--- config.mk ---
export PLATFORM = sky130hd
export DESIGN_NAME = mem_access_unit
export DESIGN_NICKNAME = d
export VERILOG_FILES = /design/src/rtl/mem_access_unit.sv
export SDC_FILE = /design/constraint.sdc
export NUM_CORES = 1
export LEC_CHECK = 0
export CAP_MARGIN = 20
export CORE_MARGIN = 2
export CORE_UTILIZATION = 40
export DETAILED_ROUTE_END_ITERATION = 10
export PLACE_DENSITY = 0.77
export SLEW_MARGIN = 20
export SYNTH_ARGS = -nofsm -noshare
export SYNTH_HDL_FRONTEND = slang
export SYNTH_SLANG_ARGS = --single-unit
--- constraint.sdc ---
create_clock -name Clk -period 2 [get_ports Clk]
set_input_delay 0.2 -clock Clk [delete_from_list [all_inputs] [get_ports Clk]]
set_output_delay 0.2 -clock Clk [all_outputs]
set_load 0.005 [all_outputs]
--- src/rtl/mem_access_unit.sv ---
// Data-memory access stage between EX/MEM and MEM/WB: issues one req/ack
// transaction per load/store, formats load data and stalls until completion.
module mem_access_unit #(
  parameter int TIMEOUT = 16
) (
  input  logic        Clk,
  input  logic        Reset,
  input  logic        C_MemRead,
  input  logic        C_MemWrite,
  input  logic [1:0]  Size,
  input  logic        LoadUnsigned,
  input  logic [31:0] ALUResult,
  input  logic [31:0] ReadData2,
  output logic        mem_req,
  output logic        mem_we,
  output logic [31:0] mem_addr,
  output logic [3:0]  mem_be,
  output logic [31:0] mem_wdata,
  input  logic [31:0] mem_rdata,
  input  logic        mem_ack,
  output logic [31:0] LoadData,
  output logic        Stall,
  output logic        Misaligned,
  output logic        BusError
);

  // state  | meaning
  // S_IDLE | waiting for a load/store from EX/MEM
  // S_WAIT | request outstanding, counting cycles until ack or timeout
  // S_DONE | one unstalled cycle so the pipeline advances past the access
  typedef enum logic [1:0] {S_IDLE, S_WAIT, S_DONE} state_t;

  localparam logic [7:0] CNT_LAST = 8'(TIMEOUT - 1);

  state_t      state_q, state_d;
  logic [7:0]  cnt_q, cnt_d;
  logic [1:0]  size_q, size_d;
  logic        uns_q, uns_d;
  logic [1:0]  off_q, off_d;
  logic        req_d, we_d, mis_d, berr_d;
  logic [31:0] addr_d, wdata_d, load_d;
  logic [3:0]  be_d;

  logic        access, aligned;
  logic [3:0]  lane_be;
  logic [31:0] lane_wdata, load_fmt;
  logic [7:0]  byte_sel;
  logic [15:0] half_sel;

  always_comb begin
    access     = C_MemRead | C_MemWrite;
    aligned    = 1'b1;
    lane_be    = 4'b1111;
    lane_wdata = ReadData2;
    case (Size)
      2'b01: begin
        aligned    = ~ALUResult[0];
        lane_be    = ALUResult[1] ? 4'b1100 : 4'b0011;
        lane_wdata = {2{ReadData2[15:0]}};
      end
      2'b10: begin
        lane_be    = 4'b0001 << ALUResult[1:0];
        lane_wdata = {4{ReadData2[7:0]}};
      end
      default: aligned = (ALUResult[1:0] == 2'b00);
    endcase
  end

  // Formatting uses the offset/size latched at request time, not live inputs.
  always_comb begin
    byte_sel = mem_rdata[{off_q, 3'b000} +: 8];
    half_sel = off_q[1] ? mem_rdata[31:16] : mem_rdata[15:0];
    case (size_q)
      2'b01:   load_fmt = uns_q ? {16'h0000, half_sel} : {{16{half_sel[15]}}, half_sel};
      2'b10:   load_fmt = uns_q ? {24'h000000, byte_sel} : {{24{byte_sel[7]}}, byte_sel};
      default: load_fmt = mem_rdata;
    endcase
  end

  always_comb begin
    state_d = state_q;
    cnt_d   = cnt_q;
    size_d  = size_q;
    uns_d   = uns_q;
    off_d   = off_q;
    req_d   = mem_req;
    we_d    = mem_we;
    addr_d  = mem_addr;
    be_d    = mem_be;
    wdata_d = mem_wdata;
    load_d  = LoadData;
    mis_d   = 1'b0;
    berr_d  = 1'b0;
    Stall   = 1'b0;
    case (state_q)
      S_IDLE: begin
        if (access) begin
          if (aligned) begin
            Stall   = 1'b1;
            req_d   = 1'b1;
            we_d    = C_MemWrite;
            addr_d  = {ALUResult[31:2], 2'b00};
            be_d    = lane_be;
            wdata_d = lane_wdata;
            size_d  = Size;
            uns_d   = LoadUnsigned;
            off_d   = ALUResult[1:0];
            cnt_d   = 8'd0;
            state_d = S_WAIT;
          end else begin
            mis_d = 1'b1;
          end
        end
      end
      S_WAIT: begin
        Stall = 1'b1;
        // An ack in the final counted cycle still wins over the timeout.
        if (mem_ack) begin
          req_d   = 1'b0;
          state_d = S_DONE;
          if (!mem_we) load_d = load_fmt;
        end else if (cnt_q == CNT_LAST) begin
          req_d   = 1'b0;
          berr_d  = 1'b1;
          state_d = S_DONE;
          if (!mem_we) load_d = 32'd0;
        end else begin
          cnt_d = cnt_q + 8'd1;
        end
      end
      S_DONE:  state_d = S_IDLE;
      default: state_d = S_IDLE;
    endcase
  end

  always_ff @(posedge Clk) begin
    if (Reset) begin
      state_q    <= S_IDLE;
      cnt_q      <= 8'd0;
      size_q     <= 2'b00;
      uns_q      <= 1'b0;
      off_q      <= 2'b00;
      mem_req    <= 1'b0;
      mem_we     <= 1'b0;
      mem_addr   <= 32'd0;
      mem_be     <= 4'd0;
      mem_wdata  <= 32'd0;
      LoadData   <= 32'd0;
      Misaligned <= 1'b0;
      BusError   <= 1'b0;
    end else begin
      state_q    <= state_d;
      cnt_q      <= cnt_d;
      size_q     <= size_d;
      uns_q      <= uns_d;
      off_q      <= off_d;
      mem_req    <= req_d;
      mem_we     <= we_d;
      mem_addr   <= addr_d;
      mem_be     <= be_d;
      mem_wdata  <= wdata_d;
      LoadData   <= load_d;
      Misaligned <= mis_d;
      BusError   <= berr_d;
    end
  end

endmodule

==> metrics.cfg <==
[clock_network]
cts_buffers = 17
clock_sinks = 117
hold_buffers = 0
cts_tree = done
clkTransAtPathRegs_ps = 50
clock_latency_ps = 410
root_buffer = clkbuf_16
cts_max_path_buffers = 2
htreeDepth = 4

[sta]
skew_ps = 6.586
fmaxAchievable_ghz = 0.5297
rsz0062_at_grt = false
finalHoldViolations = 0
post-route-min-period_ps = 1888
slew_violations = 0
finalCritPeriodShare = 0.9439
setup_viol = 0
tightest_slew_ps = 554.3
max_slew_margin = 0.6305

[logic_synthesis]
synth_edf_count = 0
synthCells = 650
ys.flop_type = dfxtp_1
synth_top_area_cell = dfxtp_1
netlist_top_cells_count = dfxtp_1, a21oi_1, o21ai_0
yosys_warnings = 0
async_reset_ff_frac = 0
synth_top_area_frac = 0.4264
syn_area_um2 = 5493
postSynthAreaPerCell_um2 = 8.450
synth_area_leaders = dfxtp_1, a21oi_1, o21ai_0, nand3_1, clkbuf_1
seq_area_frac_synth = 0.4264
synthDistinctLibCells = 56
ys_ff_latch = 117
synthMostInstantiatedCell = dfxtp_1

[drt]
drtPass1Iterations = 5
dr_total_vias = 5846
viasPerCell = 5.568
dr.first_iter.drc_count = 477
wl_per_cell_um = 17.17
routed_wl_mm = 18.03
final_antenna_net_count = 0
remaining_drc_errors = 0

[global_routing]
grtUsageMet1 = 0.2656
top_usage_layer = met2
grtUsageTotal = 0.2430
use_met2 = 0.4196
grt_pass1_wl_mm = 28.26
grt_start_max_net_pins = 47
antenna_found_initial = 1
grt_pass1_vias = 5796
overflow = 0
grt_util_met3 = 0.09117

[setup_path]
crit_path_max_fanout = 19
cp.arrival_ps = 2180
startpoint_type = flip-flop
criticalPathCategory = reg -> reg
worst_setup_path_end_kind = flip-flop
worstRegToRegCells = 5
required_ps = 2300

[finish]
post-route-util = 0.6383
drive_gt1_frac = 0.1306
layout.cells.non_filler = 1050
layout.nets = 970
area_delta_synth_final_pct = 55.10

[worst_hold_path]
hold_class = in -> reg
hold_depth = 4

[placement]
portBuffers = 206
place_inst = 1018
place.gp.congestion = 0.8936
dp_hpwl_mm = 13.15

[pwr]
power.density_nw_per_um2 = 791.6
peakVddDrop_mv = 0.5854
p_leak_nw = 3.092

[floorplanning]
initial_core_util = 0.4115
die_y_um = 121.2
core_area_um2 = 13350
die-area_um2 = 14690
rows = 42
io_pins = 209
die_w_um = 121.2

[outcome]
status = finished, final reports clean

[flow_run]
drv_cap = 0

## timing repair
item	4_1_cts	5_1_grt
gates resized for setup	8	2
endpoints found under the setup margin	94	2
setup buffers	0	0
## worst max-delay path, cell delays in order (launching register included)
cell	delay [ps]
dfxtp_1	350
inv_1	50
ha_1	340
buf_4	220
o311a_1	480
a221o_1	340
## cell families after synthesis
| kind of cell | after synthesis | synth area share |
|---|---|---|
| xor+xnor | 6 | 0.009567 |
| compound gates | 252 | 0.2857 |
| other cells | 1 | 0.0006827 |
| simple gates | 171 | 0.1729 |
| flops | 117 | 0.4264 |
| mux | 9 | 0.01845 |
| fa+ha+maj | 5 | 0.01139 |
| buf+inv | 89 | 0.07494 |
## cell type report
class,count,area (µm²)
clock inverters,10,81.33
well taps,176,220.2
inverters,25,93.84
fillers,1129,4828
clock buffers,21,470.5
diodes,1,2.502
repair buffers,255,2524
multi-input cells,445,2785
flip-flops and latches,117,2342
## layout by cell type (no fill, tap or decap), types with 10 or more instances in the layout
cell type and instances:
o2bb2ai_1 16, dfxtp_1 117, nor2b_1 19, clkdlybuf4s50_1 202, nand3_1 61, nor3_1 15
clkbuf_16 17, nand2_1 32, o211ai_1 10, nand2b_1 13, o21ai_0 76, buf_4 41
inv_1 25, a21oi_1 100
## where the power goes
part / switching (mW) / internal, mW
clock: 1.04 / 1.78
combinational: 0.676 / 0.723
sequential: 0.0677 / 2.46
## routing by layer
| layer | vias up | part of all wire |
|---|---|---|
| met2 | 241 | 0.50 |
| met5 | - | 0 |
| met3 | 46 | 0.093 |
| li1 | 2791 | - |
| met1 | 2768 | 0.38 |
| met4 | 0 | 0.029 |
## metrics by stage
| stage | worst slack, ps | total power [mW] | hold slack (ps) | TNS [ps] | instance area, µm² |
|---|---|---|---|---|---|
| after global placement | -533.1 | 3.922 | 443.1 | -38870 | 7935 |
| after floorplan | 111.8 | 3.220 | 338.0 | 0 | 5497 |
| after CTS | 46.67 | 6.803 | 300.0 | 0 | 8513 |
| after detailed placement | -571.2 | 3.955 | 450.4 | -42870 | 7935 |
| after global routing | 8.215 | 7.042 | 319.2 | 0 | 8519 |
| final | 112.3 | 6.744 | 317.7 | 0 | 8519 |
## final timing paths
kind	start	end	slack, ps
max	size_q[0]	LoadData[6]	110
min	Size[0]	size_q[0]	320
max reg2reg	size_q[0]	LoadData[6]	110
min reg2reg	LoadData[23]	LoadData[23]	470
## sequential cells by signal, summed over array words and instances, names as in the netlist
register and count:
size_q 2, mem_req 1, uns_q 1, mem_addr 30, state_q 2, mem_we 1, mem_be 4, cnt_q 8
BusError 1, Misaligned 1, off_q 2, mem_wdata 32, LoadData 32
Power figures use the tool's default switching activity.
